`config.mk`:
```
export PLATFORM = sky130hd
export DESIGN_NAME = demux_1x2
export DESIGN_NICKNAME = d
export VERILOG_FILES = /design/src/rtl/demux_1x2.sv
export SDC_FILE = /design/constraint.sdc
export NUM_CORES = 1
export LEC_CHECK = 0
export BUFFER_PORTS_ARGS = -buffer_cell sky130_fd_sc_hd__buf_2
export CORE_UTILIZATION = 30
export DETAILED_ROUTE_END_ITERATION = 8
export PLACE_DENSITY_LB_ADDON = 0.1
export SYNTH_ARGS = -nofsm -noshare
export SYNTH_HDL_FRONTEND = slang
export SYNTH_SLANG_ARGS = --single-unit
```
`constraint.sdc`:
```
create_clock -name clk -period 1.11 [get_ports clk]
set_input_delay 0.1665 -clock clk [delete_from_list [all_inputs] [get_ports clk]]
set_output_delay 0.1665 -clock clk [all_outputs]
set_load 0.03 [all_outputs]
```
`src/rtl/demux_1x2.sv`:
```
// Stream 1:2 demultiplexer: one valid/ready input steered by in_sel into two one-entry output registers.
// Optional per-output transfer counters (cnt0/cnt1) are built when DEMUX_COUNT_EN is defined.
module demux_1x2 #(
  parameter int unsigned WIDTH = 8,
  parameter int unsigned CNT_W = 8
) (
  input  logic             clk,
  input  logic             rst,
  input  logic [WIDTH-1:0] in_data,
  input  logic             in_sel,
  input  logic             in_valid,
  output logic             in_ready,
  output logic [WIDTH-1:0] out0_data,
  output logic             out0_valid,
  input  logic             out0_ready,
  output logic [WIDTH-1:0] out1_data,
  output logic             out1_valid,
  input  logic             out1_ready
`ifdef DEMUX_COUNT_EN
  ,
  output logic [CNT_W-1:0] cnt0,
  output logic [CNT_W-1:0] cnt1
`endif
);

  logic drain0;
  logic drain1;
  logic load0;
  logic load1;

  // The selected register can take a word when empty or draining this cycle.
  always_comb begin
    drain0   = out0_valid & out0_ready;
    drain1   = out1_valid & out1_ready;
    in_ready = in_sel ? (~out1_valid | out1_ready) : (~out0_valid | out0_ready);
    load0    = in_valid & in_ready & ~in_sel;
    load1    = in_valid & in_ready & in_sel;
  end

  // Load wins over drain so a simultaneous drain+load keeps the register full.
  always_ff @(posedge clk) begin
    if (rst) begin
      out0_valid <= 1'b0;
      out0_data  <= '0;
    end else if (load0) begin
      out0_valid <= 1'b1;
      out0_data  <= in_data;
    end else if (drain0) begin
      out0_valid <= 1'b0;
    end
  end

  always_ff @(posedge clk) begin
    if (rst) begin
      out1_valid <= 1'b0;
      out1_data  <= '0;
    end else if (load1) begin
      out1_valid <= 1'b1;
      out1_data  <= in_data;
    end else if (drain1) begin
      out1_valid <= 1'b0;
    end
  end

`ifdef DEMUX_COUNT_EN
  // Completed output transfers, wrapping silently modulo 2^CNT_W.
  always_ff @(posedge clk) begin
    if (rst) begin
      cnt0 <= '0;
      cnt1 <= '0;
    end else begin
      if (drain0) cnt0 <= cnt0 + CNT_W'(1);
      if (drain1) cnt1 <= cnt1 + CNT_W'(1);
    end
  end
`endif

endmodule

```
# Word-level counts from Yosys, hierarchy flattened
# Index checks and enable logic that the tools add are counted.
[classes]
n_reduce_logical = 2
muxes = 5
n_bitwise = 10
[op_table]
columns = ["op", "n"]
rows = [
  ["1-bit bitwise AND", 5],
  ["1-bit two-way mux", 5],
  ["2-bit nonzero test", 2],
  ["1-bit inverter", 3],
  ["1-bit OR", 2],
]
[totals]
reg_bits = 18
word_cells = 21
out_inout_bits = 19
input_bits = 14

# Depth between registers and ports, before layout
# Gate-level depths: netlist of run 1.
[depth]
ltp_word = 6
depth_mapped = 4
depth_no_buf = 3

# Worst setup path before layout of run 1
# OpenSTA, ideal clock, no wires.
[synth_path]
path_type = "register to register"
from = "reg out0_valid"
to = "reg out0_data[1]"
setup_ps = 119
period_less_slack_ps = 1150
setup_slack_ps = -40
path_stages_with_launch = 5
arrival_ps = 1031
path_buffers = 1
required_time_ps = 991
cell_sequence = "dfxtp_1 nand2b_4 and3b_1 buf_6 mux2i_1"
[synth_via]
elab_chain_cells = 5
[synth_lines]
columns = ["element", "line_no", "text"]
rows = [
  ["from (decl)", "14", "output logic out0_valid,"],
  ["from (signal assigned)", "43", "out0_valid <= 1'b0;"],
  ["from (signal assigned)", "46", "out0_valid <= 1'b1;"],
  ["from (signal assigned)", "49", "out0_valid <= 1'b0;"],
  ["1-bit inverter", "35", "in_ready = in_sel ? (~out1_valid | out1_ready) : (~out0_valid | out0_ready);"],
  ["1-bit OR", "35", ""],
  ["1-bit two-way mux", "35", ""],
  ["1-bit bitwise AND (2 in a row)", "36", "load0 = in_valid & in_ready & ~in_sel;"],
  ["to (signal assigned)", "47", "out0_data <= in_data;"],
  ["to (decl)", "13", "output logic [WIDTH-1:0] out0_data,"],
]
# No other way between the ends.
# A chain may end at the register's enable or synchronous reset.

# Worst setup path after layout of run 1
[layout_path]
from = "reg out0_valid"
to = "out in_ready"
[layout_via]
elab_chain_cells = 3
[layout_lines]
columns = ["element", "line_no", "text"]
rows = [
  ["1-bit inverter", "35", ""],
  ["1-bit OR", "35", ""],
  ["1-bit two-way mux", "35", ""],
  ["to (decl)", "12", "output logic in_ready,"],
]
# No other way between the ends.

==> results.json, run 1 <==
{
  "finalClockSkew_ns": 0.002366,
  "maxCapViolCount": 0,
  "final_layout_size_suffix_gt1_share_pct": 43.93,
  "grt_start_max_net_pins": 27,
  "row_count": 17,
  "crit_fanout": 2,
  "drt-pass1-iter-count": 4,
  "layout.cells.non_filler": 135,
  "grt_overflow": 0,
  "violations": "setup timing",
  "hold_depth": 3,
  "ys_ff_latch": 18,
  "syn_avg_cell_area_um2": 10.85,
  "multi_input_area_um2": 385.4,
  "p_per_area_mw_per_mm2": 1303,
  "cts_hold_buf": 0,
  "cts_htree_levels": 1,
  "synth-edff-count": 0,
  "synth_compound_area_share_pct": 1.318,
  "portBuffers": 32,
  "period_share_pct": 114.6,
  "cts_tree": "yes",
  "ys.flop_type": "dfxtp_1",
  "dp_hpwl_um": 1049,
  "status": "finished with violations",
  "synth_top_cell_area_share_pct": 47.45,
  "total_power_mw": 1.342,
  "synth_area_um2": 759.5,
  "nets": 122,
  "num_io_pins": 33,
  "globalRouteTotalUtil_pct": 12.36,
  "nFillCells": 239,
  "routabilityCongestion": 0.6917,
  "clk_pin_slew_worst_paths_ns": 0.10,
  "synth_warnings": 0,
  "grt_pass1_wl_um": 2380,
  "critPathLaunchType": "register",
  "seqCellArea_um2": 362.8,
  "die_w_um": 52.32,
  "finalHoldViolations": 0,
  "cts-buffers-inserted": 3,
  "synthMuxAreaShare_pct": 22.57,
  "grt_pass1_vias": 573,
  "placement.cell_area_um2": 945.9,
  "syn_nets": 84,
  "endpoint_kind": "output port",
  "ir_worst_vdd_mv": 0.5351,
  "synthTopCellsByArea": "dfxtp_1, mux2i_1, nand2b_1",
  "synth.distinct_cells": 12,
  "crit_type": "register to output port",
  "tightestPinTransition_ns": 0.3383,
  "synth_area_leader_cell": "dfxtp_1",
  "vias": 599,
  "synthSimpleGateAreaFrac_pct": 25.21,
  "clock-sinks": 18,
  "wl_um": 1507,
  "synth_fa_ha_area_share_pct": 0,
  "via_per_inst": 4.437,
  "setup_viol": 4,
  "post_drt_wl_per_cell_um": 11.16,
  "power_leakage_nw": 0.5198,
  "clk_latency_ns": 0.29,
  "syn-instance-count": 70,
  "drt_iter0_drc": 6,
  "dieHeight_um": 52.32,
  "die_area_mm2": 0.002737,
  "synth_seq_area_share_pct": 47.45,
  "place_inst": 128,
  "cp.required_ns": 0.94,
  "period_needed_ns": 1.273,
  "postRouteAntennaNets": 0,
  "stdcell_area_mm2": 0.001030,
  "start_util_pct": 33.06,
  "drc": 0,
  "ff2ff_path_depth": 4,
  "core_area_mm2": 0.002297,
  "antenna_cells": 0,
  "synth_most_common_cell": "nand2b_1",
  "synthArstFlopShare_pct": 0,
  "crit_arrival_ns": 1.11,
  "min_path_type": "input pin to register",
  "antenna_found_initial": 0,
  "synth_top_family_by_area": "simple AND/OR/NAND/NOR gates",
  "synth_commonest_cells": "nand2b_1, dfxtp_1, mux2i_1",
  "worst_slack_ns": -0.1625,
  "syn_to_final_growth_pct": 35.59,
  "synth_xor_area_share_pct": 0,
  "clockBufferDepth": 2,
  "final-max-slew-violation-count": 0,
  "max_slew_margin_pct": 77.45,
  "root_buffer": "clkbuf_4",
  "max_freq_mhz": 785.9,
  "rsz0062_at_grt": "yes"
}
## critical path, cell delays in order (launching register included)
cell	delay (ns)
dfxtp_2	0.36
nand2b_4	0.05
mux2_4	0.27
buf_6	0.14
## worst paths after layout
path                   to  slack [ns]         start
max reg2reg  out0_data[6]       -0.01    out0_valid
max              in_ready       -0.16    out0_valid
min          out0_data[4]        0.15    in_data[4]
min reg2reg  out0_data[4]        0.48  out0_data[4]
## stage by stage
step           worst slack (ns)  util, %  TNS [ns]  hold slack (ns)
4_1_cts                 -0.1920    43.41   -0.1920           0.1341
6_report                -0.1625    44.83   -0.1791           0.1477
2_1_floorplan           0.07889        -         0           0.3419
3_3_place_gp           0.003018    41.18         0           0.4606
5_1_grt                 -0.2011    44.83   -0.6022           0.1497
3_5_place_dp           -0.04440    41.18   -0.2343           0.4627
## per-layer routing
layer / share of wire (%) / track usage, %
met1: 44 / 14.39
met3: 7.2 / 3.478
met4: 1.1 / 9.211
met2: 47 / 18.99
met5: 0 / 0
## power breakdown
part | internal [mW] | switching (mW)
clock network | 0.200 | 0.194
registers | 0.681 | 0.0172
logic | 0.107 | 0.144
## layout by cell type (no fill, tap or decap), drive strengths merged
cell    Yosys  routed
dfxtp      18      18
buf         2      37
mux2i      16      16
and3b       1       1
a21oi       2       2
nand3b      1       1
mux2        1       1
nand3       1       1
clkbuf      2       4
nand2b     26      26
## sequential cells by signal, summed over array words and instances (netlist names)
name and flops:
out1_data 8, out0_valid 1, out1_valid 1, out0_data 8
## final cells by class
class                           count  area share [%]
Clock buffer                        4           3.524
Multi-Input combinational cell     48           37.42
Sequential cell                    18           35.24
Tap cell                           28           3.402
Timing Repair Buffer               37           20.41
## what timing repair did
action / in CTS / in global routing
setup endpoints to repair: 8 / 1
gates resized for setup: 4 / 3
setup buffers: 0 / 3
## cell families (layout without fill, tap and decap cells)
group,after synthesis,in the layout
simple gates,29,29
flops,18,18
mux,17,17
buf+inv,4,41
compound gates,2,2
Note: power is estimated with default switching activity, not from simulation.
==> run 2: changes to the inputs <==
--- a/config.mk
+++ b/config.mk
@@ -5,9 +5,9 @@
 export SDC_FILE = /design/constraint.sdc
 export NUM_CORES = 1
 export LEC_CHECK = 0
-export BUFFER_PORTS_ARGS = -buffer_cell sky130_fd_sc_hd__buf_2
-export CORE_UTILIZATION = 30
+export CORE_UTILIZATION = 35
 export DETAILED_ROUTE_END_ITERATION = 8
+export DONT_BUFFER_PORTS = 1
 export PLACE_DENSITY_LB_ADDON = 0.1
 export SYNTH_ARGS = -nofsm -noshare
 export SYNTH_HDL_FRONTEND = slang
==> results.json, run 2 (synthesized netlist as in run 1, its figures left out) <==
{
  "globalRouteTotalUtil_pct": 12.51,
  "power_leakage_nw": 0.4697,
  "cts_htree_levels": 1,
  "cp.required_ns": 0.94,
  "final_layout_size_suffix_gt1_share_pct": 35.79,
  "row_count": 16,
  "clk_pin_slew_worst_paths_ns": 0.10,
  "root_buffer": "clkbuf_4",
  "total_power_mw": 1.327,
  "p_per_area_mw_per_mm2": 1304,
  "crit_arrival_ns": 1.03,
  "antenna_found_initial": 0,
  "final_cell_mix": "nand2b_1, buf_4, mux2i_1, dfxtp_1, clkbuf_4",
  "start_util_pct": 37.94,
  "reg.largest.list": "out0_data (8), out1_data (8)",
  "max_slew_margin_pct": 84.76,
  "post_drt_wl_per_cell_um": 12.10,
  "finalHoldViolations": 0,
  "tightestPinTransition_ns": 0.2287,
  "crit_type": "register to output port",
  "setup_viol": 1,
  "worstHoldStart": "in_data[4]",
  "clk_latency_ns": 0.29,
  "grt_start_max_net_pins": 26,
  "finalClockSkew_ns": 0.005171,
  "routabilityCongestion": 0.6373,
  "maxCapViolCount": 0,
  "max_freq_mhz": 836.7,
  "p_clk_share_pct": 29.4,
  "final-max-slew-violation-count": 0,
  "ir_worst_vdd_mv": 0.9396,
  "utilization_pct": 50.81,
  "mostFrequentLayoutCell": "nand2b_1",
  "p_int_uw": 990.9,
  "num_io_pins": 33,
  "drt_iter0_drc": 2,
  "syn_to_final_growth_pct": 33.94,
  "whs_ns": 0.05082,
  "core_area_mm2": 0.002002,
  "clock-sinks": 18,
  "grt_overflow": 0,
  "rsz0062_at_grt": "yes",
  "p_switching_uw": 335.7,
  "antenna_cells": 0,
  "critPathLaunchType": "register",
  "r2r_slack_ns": 0.05,
  "p_comb_share_pct": 17.9,
  "die_w_um": 48.58,
  "hold_depth": 2,
  "via_per_inst": 4.566,
  "endpoint_kind": "output port",
  "cts_tree": "yes",
  "postRouteAntennaNets": 0,
  "stdcell_area_mm2": 0.001017,
  "swShare_pct": 25.31,
  "hold_end": "out0_data[4]",
  "dp_hpwl_um": 969.6,
  "grt_pass1_wl_um": 2263,
  "status": "finished with violations",
  "nets": 110,
  "vias": 557,
  "die_area_mm2": 0.002360,
  "ff2ff_path_depth": 5,
  "dieHeight_um": 48.58,
  "r2r_start": "out1_valid",
  "drt-pass1-iter-count": 3,
  "period_needed_ns": 1.195,
  "grt_pass1_vias": 497,
  "min_path_type": "input pin to register",
  "seq_power_share_pct": 52.6,
  "clockBufferDepth": 2,
  "portBuffers": 0,
  "crit_fanout": 3,
  "wl_um": 1476,
  "nFillCells": 189,
  "placement.cell_area_um2": 912.1,
  "period_share_pct": 107.7,
  "worst_slack_ns": -0.08519,
  "worstReg2RegEnd": "out1_data[7]",
  "cts-buffers-inserted": 3,
  "drc": 0,
  "violations": "setup timing"
}
[run 2: cell count changes in the layout (fill, tap and decap cells not counted)]
cell / previous run / this run
buf_2: 30 / 0
buf_4: 5 / 22
buf_6: 2 / 1
clkbuf_4: 3 / 4
dlygate4sd3_1: 0 / 1
nand2b_1: 24 / 25
nand2b_4: 2 / 1
nand3_1: 1 / 0
nand3_4: 0 / 1
[run 2: worst max-delay path by stage]
stage	startpoint	end	cells after the start
after floorplan	out0_valid	out0_data[1]	4
after global placement	out0_valid	out0_data[6]	3
after detailed placement	out0_valid	out0_data[4]	3
after CTS	out0_valid	in_ready	2
after global routing	out0_valid	in_ready	2
final	out0_valid	in_ready	2
[run 2: critical path: stages (launching register included)]
cell	delay, ns
dfxtp_2	0.36
nand2b_4	0.06
mux2_4	0.32
[run 2: power by group through the flow]
stage	logic (mW)	registers (mW)	clock network, mW
after floorplan	0.0952	0.781	0
after global placement	0.216	0.714	0
after detailed placement	0.218	0.714	0
after CTS	0.230	0.699	0.408
after global routing	0.251	0.704	0.432
final	0.238	0.698	0.390
[run 2: timing repair]
action | 4_1_cts | 5_1_grt
setup buffers | 2 | 2
hold endpoints to repair | 2 | 0
gates cloned | 0 | 1
pin swaps | 0 | 0
setup endpoints to repair | 8 | 9
hold buffers | 1 | 0
gates resized for setup | 3 | 3
[run 2: per-layer routing]
layer	up-vias	GRT usage [%]	wire, µm
li1	283	-	-
met1	252	16.51	643
met2	20	18.54	716
met3	2	5.660	102
met4	0	2.941	14
met5	-	0	0
[run 2: per-stage QoR]
step                      worst slack [ns]  TNS (ns)  instances
final                             -0.08519  -0.08519        122
after global routing               -0.1286   -0.1286        122
after CTS                         -0.09922  -0.09922        119
after detailed placement          -0.01813  -0.06612        112
after global placement            0.004772         0        112
after floorplan                    0.07889         0         70
[run 2: final cells by class]
class                   instances  area, µm²  share of cell area (%)
multi-input cells              48      390.4                   38.38
repair buffers                 25      193.9                   19.07
clock buffers                   4      36.28                   3.567
well taps                      27      33.78                   3.321
flip-flops and latches         18      362.8                   35.67
